`src/rtl/mem_port_arbiter.sv`:
```
// Round-robin arbiter sharing one single-port memory among NREQ requesters.
// Registered strobes; read data is timed by MEM_LAT and tagged with the requester.
module mem_port_arbiter #(
   parameter int NREQ    = 4,
   parameter int AW      = 5,
   parameter int DW      = 24,
   parameter int MEM_LAT = 1
) (
   input  logic               clk,
   input  logic               rst,
   input  logic [NREQ-1:0]    req,
   input  logic [NREQ-1:0]    req_we,
   input  logic [NREQ*AW-1:0] req_addr,
   input  logic [NREQ*DW-1:0] req_wdata,
   output logic [NREQ-1:0]    gnt,
   output logic               rvalid,
   output logic [2:0]         rid,
   output logic [DW-1:0]      rdata,
   output logic               mem_en,
   output logic               mem_we,
   output logic [AW-1:0]      mem_addr,
   output logic [DW-1:0]      mem_wdata,
   input  logic [DW-1:0]      mem_rdata
);

   localparam int IW = $clog2(NREQ);
   localparam int SW = IW + 1;

   typedef enum logic {IDLE, RD_WAIT} state_e;

   state_e          state_q, state_d;
   logic [IW-1:0]   rr_q, rr_d;
   logic [IW-1:0]   id_q, id_d;
   logic [2:0]      cnt_q, cnt_d;
   logic [NREQ-1:0] gnt_q, gnt_d;
   logic            rvalid_q, rvalid_d;
   logic [2:0]      rid_q, rid_d;
   logic [DW-1:0]   rdata_q, rdata_d;
   logic            mem_en_q, mem_en_d;
   logic            mem_we_q, mem_we_d;
   logic [AW-1:0]   mem_addr_q, mem_addr_d;
   logic [DW-1:0]   mem_wdata_q, mem_wdata_d;

   logic [IW-1:0]   pick;
   logic            pick_vld;
   logic [SW-1:0]   sum;

   // Rotating priority: nearest asserted request at or after rr_q wins.
   always_comb begin
      pick     = rr_q;
      pick_vld = 1'b0;
      sum      = '0;
      for (int k = NREQ - 1; k >= 0; k--) begin
         sum = {1'b0, rr_q} + SW'(k);
         if (sum >= SW'(NREQ)) begin
            sum = sum - SW'(NREQ);
         end
         if (req[sum[IW-1:0]]) begin
            pick     = sum[IW-1:0];
            pick_vld = 1'b1;
         end
      end
   end

   // Next-state and registered strobe computation.
   always_comb begin
      state_d     = state_q;
      rr_d        = rr_q;
      id_d        = id_q;
      cnt_d       = cnt_q;
      gnt_d       = '0;
      rvalid_d    = 1'b0;
      rid_d       = rid_q;
      rdata_d     = rdata_q;
      mem_en_d    = 1'b0;
      mem_we_d    = 1'b0;
      mem_addr_d  = mem_addr_q;
      mem_wdata_d = mem_wdata_q;
      unique case (state_q)
         IDLE: begin
            if (pick_vld) begin
               gnt_d       = NREQ'(1) << pick;
               mem_en_d    = 1'b1;
               mem_we_d    = req_we[pick];
               mem_addr_d  = req_addr[pick*AW +: AW];
               mem_wdata_d = req_wdata[pick*DW +: DW];
               id_d        = pick;
               rr_d        = (pick == IW'(NREQ - 1)) ? '0 : pick + 1'b1;
               if (!req_we[pick]) begin
                  state_d = RD_WAIT;
                  cnt_d   = 3'(MEM_LAT);
               end
            end
         end
         RD_WAIT: begin
            cnt_d = cnt_q - 3'd1;
            if (cnt_q == 3'd1) begin
               rvalid_d = 1'b1;
               rdata_d  = mem_rdata;
               rid_d    = 3'(id_q);
               state_d  = IDLE;
            end
         end
         default: state_d = IDLE;
      endcase
   end

   // State and output registers, cleared asynchronously.
   always_ff @(posedge clk or posedge rst) begin
      if (rst) begin
         state_q     <= IDLE;
         rr_q        <= '0;
         id_q        <= '0;
         cnt_q       <= '0;
         gnt_q       <= '0;
         rvalid_q    <= 1'b0;
         rid_q       <= '0;
         rdata_q     <= '0;
         mem_en_q    <= 1'b0;
         mem_we_q    <= 1'b0;
         mem_addr_q  <= '0;
         mem_wdata_q <= '0;
      end else begin
         state_q     <= state_d;
         rr_q        <= rr_d;
         id_q        <= id_d;
         cnt_q       <= cnt_d;
         gnt_q       <= gnt_d;
         rvalid_q    <= rvalid_d;
         rid_q       <= rid_d;
         rdata_q     <= rdata_d;
         mem_en_q    <= mem_en_d;
         mem_we_q    <= mem_we_d;
         mem_addr_q  <= mem_addr_d;
         mem_wdata_q <= mem_wdata_d;
      end
   end

   assign gnt       = gnt_q;
   assign rvalid    = rvalid_q;
   assign rid       = rid_q;
   assign rdata     = rdata_q;
   assign mem_en    = mem_en_q;
   assign mem_we    = mem_we_q;
   assign mem_addr  = mem_addr_q;
   assign mem_wdata = mem_wdata_q;

endmodule

```
`config.mk`:
```
export PLATFORM = sky130hd
export DESIGN_NAME = mem_port_arbiter
export DESIGN_NICKNAME = d
export VERILOG_FILES = /design/src/rtl/mem_port_arbiter.sv
export SDC_FILE = /design/constraint.sdc
export NUM_CORES = 1
export LEC_CHECK = 0
export CAP_MARGIN = 15
export CORE_MARGIN = 2
export CORE_UTILIZATION = 55
export DETAILED_ROUTE_END_ITERATION = 10
export DONT_BUFFER_PORTS = 1
export PLACE_DENSITY = 0.73
export SETUP_SLACK_MARGIN = 0.3
export SYNTH_ARGS = -nofsm -noshare
export SYNTH_HDL_FRONTEND = slang
export SYNTH_SLANG_ARGS = --single-unit
```
`constraint.sdc`:
```
create_clock -name clk -period 2 [get_ports clk]
set_input_delay 0.2 -clock clk [delete_from_list [all_inputs] [get_ports clk]]
set_output_delay 0.2 -clock clk [all_outputs]
set_load 0.005 [all_outputs]
```
After elaboration in Yosys (flattened, before gate mapping)
Index checks and enable logic that the tools add are counted.
{"block": "word_totals", "regBits": 70, "output_inout_bits": 63}
{"block": "classes", "addsub": 9, "n_mul": 2, "order_cmp": 9, "n_eq_ne": 4, "shift": 3, "n_mux": 38, "bitwise": 1, "n_reduce_logical": 3}
{"operator": "$shiftx 96x8->24", "count": 1}
{"operator": "$shiftx 20x6->5", "count": 1}
{"operator": "$mux 1", "count": 18}
{"operator": "$mux 2", "count": 9}
{"operator": "$lt 2x3->1 const B", "count": 5}
{"operator": "$bmux 1 s2", "count": 5}
{"operator": "$ge 3x3->1 const B", "count": 3}
{"operator": "$mux 4", "count": 2}
{"operator": "$sub 2x1->2 const B", "count": 4}
{"operator": "$add 2x2->3 const B", "count": 2}
{"operator": "$mux 3", "count": 2}
{"operator": "$pmux 3 s2", "count": 1}
{"operator": "$reduce_and 2->1", "count": 3}
{"operator": "$mul 2x3->5 const B", "count": 1}
{"operator": "$mul 2x2->4 const B", "count": 1}
{"operator": "$ne 2x2->1 const B", "count": 2}
{"operator": "$shl 1x2->4 const A", "count": 1}
{"operator": "$add 2x1->3 const B", "count": 1}
{"operator": "$eq 3x1->1 const B", "count": 1}
{"operator": "$ge 2x3->1 const B", "count": 1}
{"operator": "$sub 3x1->3 const B", "count": 1}
{"operator": "$add 2x1->2 const B", "count": 1}
{"operator": "$eq 2x2->1 const B", "count": 1}
{"operator": "$pmux 1 s2", "count": 1}
{"operator": "$not 1->1", "count": 1}

Longest topological paths before layout
Gate-level depths: netlist of run 1.
{"block": "logic_depth", "word_depth": 14, "depth_mapped": 9, "ltp_nobuf": 7}

Worst setup path before layout of run 1
Ideal clock, no wire load.
{"block": "synth_timing", "kind": "register to register", "start": "reg rr_q[0]", "end": "reg mem_addr_q[0] (netlist: mem_addr[0])", "setup_time_ps": 125, "t_arrival_ps": 1744, "t_required_ps": 1875, "setup_slack_ps": 130, "stages_incl_launch_ff": 7, "n_path_buf": 1, "path_cell_list": "dfrtp_1 > and2b_1 > o31ai_4 > buf_6 > mux2_2 > a22oi_1 > o21ai_2"}
{"block": "synth_via", "elab_chain_cells": 11, "elab_cells_between_ends": 34, "classes_between": "add/sub (7); mul (1); order compare (4); shift (1); mux (20); reduce/logical (1)"}
{"item": "from (decl)", "line_no": "32", "text": "logic [IW-1:0] rr_q, rr_d;"}
{"item": "from (signal assigned)", "line_no": "125", "text": "rr_q <= rr_d;"}
{"item": "$add 2x2->3", "line_no": "54", "text": "sum = {1'b0, rr_q} + SW'(k);"}
{"item": "$ge 3x3->1 or $sub 2x1->2 (tied branches)", "line_no": "55, 56"}
{"item": "$mux 2", "line_no": "55", "text": "if (sum >= SW'(NREQ)) begin"}
{"item": "$bmux 1 s2", "line_no": "58", "text": "if (req[sum[IW-1:0]]) begin"}
{"item": "$mux 1 (not written as such)", "line_no": "58"}
{"item": "$mux 2 (4 in series)", "line_no": "58"}
{"item": "$mul 2x3->5", "line_no": "85", "text": "mem_addr_d = req_addr[pick*AW +: AW];"}
{"item": "$shiftx 20x6->5", "line_no": "85"}
{"item": "to (signal assigned)", "line_no": "134", "text": "mem_addr_q <= mem_addr_d;"}
{"item": "to (decl)", "line_no": "41", "text": "logic [AW-1:0] mem_addr_q, mem_addr_d;"}
Parallel ways exist; a longest one is shown, timed or not. The select of a mux whose other input is x is not followed.
A chain may end at the register's enable or synchronous reset.

Final worst setup path of run 1
{"block": "layout_timing", "start": "reg rr_q[0]", "end": "reg mem_wdata_q[6] (netlist: mem_wdata[6])"}
{"block": "layout_via", "elab_chain_cells": 11, "elab_cells_between_ends": 34, "classes_between": "add/sub (7); mul (1); order compare (4); shift (1); mux (20); reduce/logical (1)"}
{"item": "$add 2x2->3", "line_no": "54"}
{"item": "$ge 3x3->1 or $sub 2x1->2 (tied branches)", "line_no": "55, 56"}
{"item": "$mux 2", "line_no": "55"}
{"item": "$bmux 1 s2", "line_no": "58"}
{"item": "$mux 1 (not written as such)", "line_no": "58"}
{"item": "$mux 2 (4 in series)", "line_no": "58"}
{"item": "$mul 2x2->4", "line_no": "86", "text": "mem_wdata_d = req_wdata[pick*DW +: DW];"}
{"item": "$shiftx 96x8->24", "line_no": "86"}
{"item": "to (signal assigned)", "line_no": "135", "text": "mem_wdata_q <= mem_wdata_d;"}
{"item": "to (decl)", "line_no": "42", "text": "logic [DW-1:0] mem_wdata_q, mem_wdata_d;"}
Parallel ways exist; a longest one is shown, timed or not. The select of a mux whose other input is x is not followed.

==> metrics, run 1 <==
antenna violations before repair=0; commonest non-fill, non-tap cells in the layout=88 x nand2_1, 69 x dfrtp_1, 26 x o21ai_1, 26 x dlygate4sd3_1, 25 x mux2i_1; root buffer cell=clkbuf_8; via count of the first global-routing pass=2772; Worst Setup Start Kind=register; largest driver fanout on the critical path=8; Slew HR=0.6303; number of buffers created by CTS=9; commonest register cell after synthesis=dfrtp_1; post-synthesis cell area=between 3000 and 4000 sq um; crit path capture type=register; cells taking the most area after synthesis=dfrtp_1 48%, nand2_1 9.1%, mux2_2 9.0%; global-route total usage across every layer=0.2515; Worst EP required=2.23 ns; core region area=6386 sq um; setup TNS after final layout=0 ns; Overflow after GRT=0; CTS tree=built; I/O pin count=around 210; buffers and inverters on the worst path=3; worst vdd rail ir drop=874.0 uV; Clk pin slew, worst setup/hold paths=0.09 ns; Area growth syn-to-layout=29.80%; worst-margin pin slew=approximately 0.55 ns; proportion of register bits with asynchronous set or reset after synthesis=1.000; max-cap check violation count=0; number of warnings issued by yosys=0; number of sinks driven by the clock tree=70; Final Core Density=0.7390; reg-to-reg slack, setup=0.07 ns; Total Die Area=about 7300 sq um; endpoints failing hold=0; area share of the largest cell type after synthesis=0.4818; worst hold path type=input port to register; vertical die dimension=85.31 microns; average vias per placed instance=5.876; number of antenna-violating nets in the routed design=0; horizontal die dimension=85.31 microns; setup violators final=0; average wire per standard cell=approximately 20 microns; final-stage net count=556; share of synthesized area occupied by flip-flops and latches=0.4818; CP max stage delay=0.40 ns; worst clock skew=approximately 0.009 ns; Final Slew Violations=0; setup repair after global routing missed its margin=true; Final HPWL DP=6.372 mm; result of the run=finished clean; Post-Syn Nets=505; leakage power figure=2.222 nW; initial cell density of the core=0.5694; Max Freq=about 520 MHz; violation count after the first detailed-route iteration=77; length of the first detailed-routing pass in iterations=4; routed wire length=9.794 mm; cell type with the largest total area after synthesis=dfrtp_1; Crit-path slowest cell=dfrtp_1; number of instances in the synthesized netlist=349; clock latency on the worst-skew pair=about 0.35 ns; final critical path time including I/O delays and setup=1.932 ns; CP cell instances=and2b_2 -> o31ai_4 -> buf_6 -> buf_6 -> buf_16 -> mux2_4 -> a22oi_2 -> o21ai_1; number of flops mapped to enable cells by yosys=0; total power divided by cell area=1494 nW/um^2; Routability Congestion=0.7555; gate family responsible for the most delay along the worst path=buffers and inverters; cell type with the highest occurrence count on the critical path=buf_6; share of layout cells above drive strength 1=0.3185; WS Path Type=register to register; number of library cell types mapped by synthesis=a little over 40; global-route wire length before repair=14.12 mm; Buffers on Ports=0; maximum number of pins on one net before global-route repair=71; leading cell type in the layout, fill and taps excluded=nand2_1; total vias in the final route=2832; portion of the clock cycle consumed by the worst path in the final layout=0.9661; # diodes=0; number of H-tree levels=3; mean instance size in the synthesized netlist=10.42 sq um; residual DRC count=0; row count=29; #FFs+latches synth=70; maximum count of clock buffers along a single path=2; arrival time worst endpoint=between 2 and 2.5 ns
-- sequential cells by signal (all words and copies together), names as in the netlist --
signal     cells
mem_wdata     24
state_q        1
mem_we         1
id_q           2
cnt_q          3
mem_en         1
gnt            4
rid            2
rr_q           2
mem_addr       5
rvalid         1
rdata         24
-- final cells by class --
type / instances / area, sq um
well taps: 77 / 96.34
clock inverters: 7 / 63.81
repair buffers: 63 / 701.9
multi-input cells: 249 / 1937
flip-flops and latches: 70 / 1753
fillers: 445 / 1667
inverters: 7 / 43.79
clock buffers: 9 / 123.9
-- repair_timing --
action	in CTS	in global routing
hold buffers	25	1
setup endpoints to repair	35	49
pin swaps	12	5
cloned	2	1
setup buffers	12	7
hold endpoints to repair	94	1
gates resized for setup	35	29
-- metal layers --
layer / up-vias / GRT usage / wire (microns)
met5: - / 0 / 0
met4: 0 / 0.09668 / 227
met3: 16 / 0.06907 / 793
met2: 133 / 0.4361 / 5048
met1: 1373 / 0.2963 / 3724
li1: 1310 / - / -
-- cells in the mapped netlist, drive strengths merged, types with 3 or more instances --
| library cell | count |
|---|---|
| and2 | 4 |
| a22oi | 29 |
| mux2i | 29 |
| nor2 | 8 |
| nand2 | 88 |
| inv | 7 |
| a21o | 3 |
| o21ai | 32 |
| ha | 6 |
| buf | 17 |
| dfrtp | 70 |
| mux2 | 29 |
| clkbuf | 6 |
-- power by group --
group | total [W] | switching [W] | internal (W)
Sequential | 0.00265 | 0.000570 | 0.00207
Combinational | 0.00330 | 0.00151 | 0.00179
Clock | 0.00110 | 0.000624 | 0.000480
-- worst paths after layout --
check,start,end,cells after the start
min in group asynchronous,rst,mem_addr[2],3
hold reg to reg,id_q[0],rid[0],2
hold / removal,req_addr[11],mem_addr[1],2
max in group asynchronous,rst,rr_q[1],3
setup reg to reg,rr_q[0],mem_wdata[6],8
setup / recovery,rr_q[0],mem_wdata[6],8
-- cell families (layout without fill, tap and decap cells) --
group	Yosys count	in the layout	synth area share
other	1	1	0.001031
DFF	70	70	0.4818
buffers and inverters	30	86	0.05850
adders and majority gates	6	6	0.02065
and+or+nand+nor	110	110	0.1249
xor gates and xnor gates	1	1	0.002409
AOI/OAI and AO/OA	73	73	0.1411
muxes	58	58	0.1696
-- through the flow --
step                cells  worst slack (ns)  instance area, sq um  total power [W]  hold slack [ns]
detailed placement    418           0.02647                  3797         0.005102           0.2024
global route          482          0.001208                  4720         0.007519        0.0003529
global placement      418           0.07123                  3797         0.004989           0.2029
CTS                   473           0.08493                  4513         0.006736          0.02087
floorplan             349            0.1302                  3735         0.004621           0.3054
finish                482           0.06788                  4720         0.007049          0.01688
Power figures use the tool's default switching activity.
==> inputs of run 2 (changes only) <==
- ABC_AREA: unset -> 1
==> run 2 against run 1 <==
Against the previous run:
- the flow now finishes with violations (negative setup slack)
- total power up 91%
- area after synthesis rose by 8.6%
- synthesized cell count up 56%
- combinational power rose to 2.9 times the previous value
- fmax decreased by 9.7%
- die area grew 8.2%
- register-to-register slack got worse by 0.21 ns
==> metrics, run 2 <==
result of the run=complete, but fails checks; violations in the final reports=negative setup slack; area share of the largest cell type after synthesis=0.4436 (-0.03816); Worst Setup Slack, final=-0.1396 ns (-0.2075 ns); Filler cells=443 (-0.45%); antenna violations before repair=0 (unchanged); largest driver fanout on the critical path=14 (+6); leading cell type in the layout, fill and taps excluded=nand2_1; post-placement worst setup slack=-0.06554 ns (-0.09202 ns); global-route total usage across every layer=0.3057 (+0.05420); CTS tree=built; met2 Usage GRT=0.4898 (+0.05374); logic depth of the worst path, buffers included=13 (+5); cell area after layout=5488 sq um (+16%); total vias in the final route=4090 (+44%); commonest non-fill, non-tap cells in the layout=223 x nand2_1, 69 x dfrtp_1, 56 x nand3_1; global-route wire length before repair=18.24 mm (+29%); Overflow after GRT=0 (unchanged); buffers and inverters on the worst path=2 (-1); average wire per standard cell=18.91 microns (-6.9%); number of H-tree levels=3 (unchanged); Pwr Total=0.01349 W (+91%); Area growth syn-to-layout=38.97%; grt met3 use=0.08955 (+0.02049); cell type with the highest occurrence count on the critical path=nand2_4; routing usage on met1=0.3864 (+0.09015); setup repair after global routing missed its margin=true; Final HPWL DP=7.740 mm (+21%); share of layout cells above drive strength 1=0.2660 (-0.05251); core region area=6869 sq um (+7.6%); Routability Congestion=0.8806 (+17%); portion of the clock cycle consumed by the worst path in the final layout=1.070 (+0.1037); worst flop-to-flop path endpoint=rr_q[1]; number of library cell types mapped by synthesis=28 (-32%); length of the first detailed-routing pass in iterations=4 (unchanged); mean instance size in the synthesized netlist=7.259 sq um (-30%); Worst EP required=2.23 ns (about the same); total power divided by cell area=2458 nW/um^2 (+65%); post-synthesis cell area=3949 sq um (+8.6%); max-cap check violation count=0 (unchanged); Max Freq=467.4 MHz (-9.7%); leakage power figure=2.699 nW (+21%); Worst Setup Start Kind=register; number of buffers created by CTS=9 (unchanged); share of synthesized area occupied by flip-flops and latches=0.4436 (-0.03816); reg-to-reg slack, setup=-0.14 ns (-0.21 ns); global route hottest layer=met2; row count=30 (+3.4%); cell type with the largest total area after synthesis=dfrtp_1; residual DRC count=0 (unchanged); Crit. Startpoint=rr_q[0]; violation count after the first detailed-route iteration=271 (+250%); Buffers on Ports=0 (unchanged); CP max stage delay=0.43 ns (+0.03 ns); number of instances in the synthesized netlist=544 (+56%); root buffer cell=clkbuf_8; reg2reg path depth=13 (+5); Post-Syn Nets=700 (+39%); number of warnings issued by yosys=0 (unchanged); worst hold path type=input port to register; RR Startpoint=rr_q[0]; number of sinks driven by the clock tree=70 (unchanged); average vias per placed instance=5.801 (-1.3%); clock latency on the worst-skew pair=0.35 ns (about the same); final-stage net count=760 (+37%); number of antenna-violating nets in the routed design=0 (unchanged); cells taking the most area after synthesis=dfrtp_1 44%, nand2_1 24%, nand3_1 10%; endpoints failing hold=0 (unchanged); Crit-path slowest cell=dfrtp_1; number of flops mapped to enable cells by yosys=0 (unchanged); arrival time worst endpoint=2.37 ns (+0.21 ns); crit path capture type=register; most used standard cell by instance count after synthesis=nand2_1; proportion of register bits with asynchronous set or reset after synthesis=1.000 (unchanged); maximum number of pins on one net before global-route repair=71 (unchanged); WS Path Type=register to register; maximum count of clock buffers along a single path=2 (unchanged); Final Slew Violations=0 (unchanged); I/O pin count=213 (unchanged); top cell types by occurrence after synthesis=257 x nand2_1, 81 x nand3_1, 70 x dfrtp_1, 21 x inv_1, 20 x nor2_1; worst vdd rail ir drop=1303 uV (+49%); # diodes=0 (unchanged); Clk pin slew, worst setup/hold paths=0.08 ns (about the same); placed cell area=4146 sq um (+9.2%); initial cell density of the core=0.5749 (+0.005506); gate family responsible for the most delay along the worst path=simple AND/OR/NAND/NOR gates; #FFs+latches synth=70 (unchanged); via count of the first global-routing pass=3840 (+39%); setup violators final=37 (+37); horizontal die dimension=88.73 microns (+4.0%); commonest register cell after synthesis=dfrtp_1; Final Core Density=0.7989 (+0.05988); final critical path time including I/O delays and setup=2.140 ns (+0.2075 ns); CP cell instances=clkbuf_16 -> o21ai_4 -> nand2_4 -> nand2_4 -> nand2_4 -> nand2_4 -> nand2_4 -> nand2_4 -> nand2_8 -> buf_12 -> ha_4 -> nand2_1 -> o21ai_0; vertical die dimension=88.73 microns (+4.0%); end point of the critical path=rr_q[1]; routed wire length=13.33 mm (+36%); worst clock skew=0.008767 ns (-0.0002233 ns); Total Die Area=7873 sq um (+8.2%)
[run 2: cell types whose count changed after synthesis, sizes merged, moves of 13 or more]
cell / delta
a22oi: -29
inv: +22
a21oi: +13
mux2: -29
nand3: +82
mux2i: -29
o21ai: -14
nor2: +15
nand2: +177
[run 2: where the power goes]
group	switching, W	internal (W)
logic	0.00538	0.00411
clock network	0.000583	0.000617
registers	0.000618	0.00218
[run 2: cell type report]
class	count	area, sq um	share of cell area
Multi-Input combinational cell	415	2270	0.4136
Sequential cell	70	1753	0.3194
Timing Repair Buffer	79	989.7	0.1803
Inverter	29	148.9	0.02713
Clock buffer	10	137.6	0.02508
Tap cell	96	120.1	0.02189
Clock inverter	6	68.82	0.01254
[run 2: worst min-delay path by stage]
stage | startpoint | end | slack (ns) | depth (start not counted)
2_1_floorplan | mem_rdata[0] | rdata[0] | 0.31 | 2
3_3_place_gp | rst | rdata[5] | 0.20 | 2
3_5_place_dp | rst | rdata[2] | 0.21 | 2
4_1_cts | req_addr[11] | mem_addr[1] | 0.0003 | 2
5_1_grt | req_wdata[60] | mem_wdata[12] | 0.02 | 2
6_report | req_addr[11] | mem_addr[1] | 0.01 | 2
[run 2: kinds of logic after synthesis]
kind of cell,count (synthesis),share of synthesized area
AO/OA/AOI/OAI,34,0.05228
XOR/XNOR,1,0.002218
adder cells (fa/ha/maj),6,0.01901
buffers and inverters,59,0.08112
flip-flops,70,0.4436
other,1,0.0009497
AND/OR/NAND/NOR,373,0.4008
[run 2: metrics by stage]
step	instances	hold WS, ns	setup TNS, ns
final	705	0.009946	-1.622
after global routing	705	0.01609	-4.783
after CTS	691	0.0003140	0
after detailed placement	629	0.2052	-0.8116
after global placement	629	0.2013	-0.05534
after floorplan	544	0.3096	0
[run 2: timing repair]
item	CTS	global route
pin swaps	5	18
hold endpoints to repair	104	1
hold buffers	35	1
cloned	3	4
buffers inserted	8	9
resized for setup	22	93
setup endpoints to repair	42	43
[run 2: per-layer routing]
metal | vias to the layer above | wire [microns]
met5 | - | 0
met4 | 0 | 667
met3 | 71 | 1244
met2 | 291 | 6617
met1 | 1895 | 4803
li1 | 1833 | -
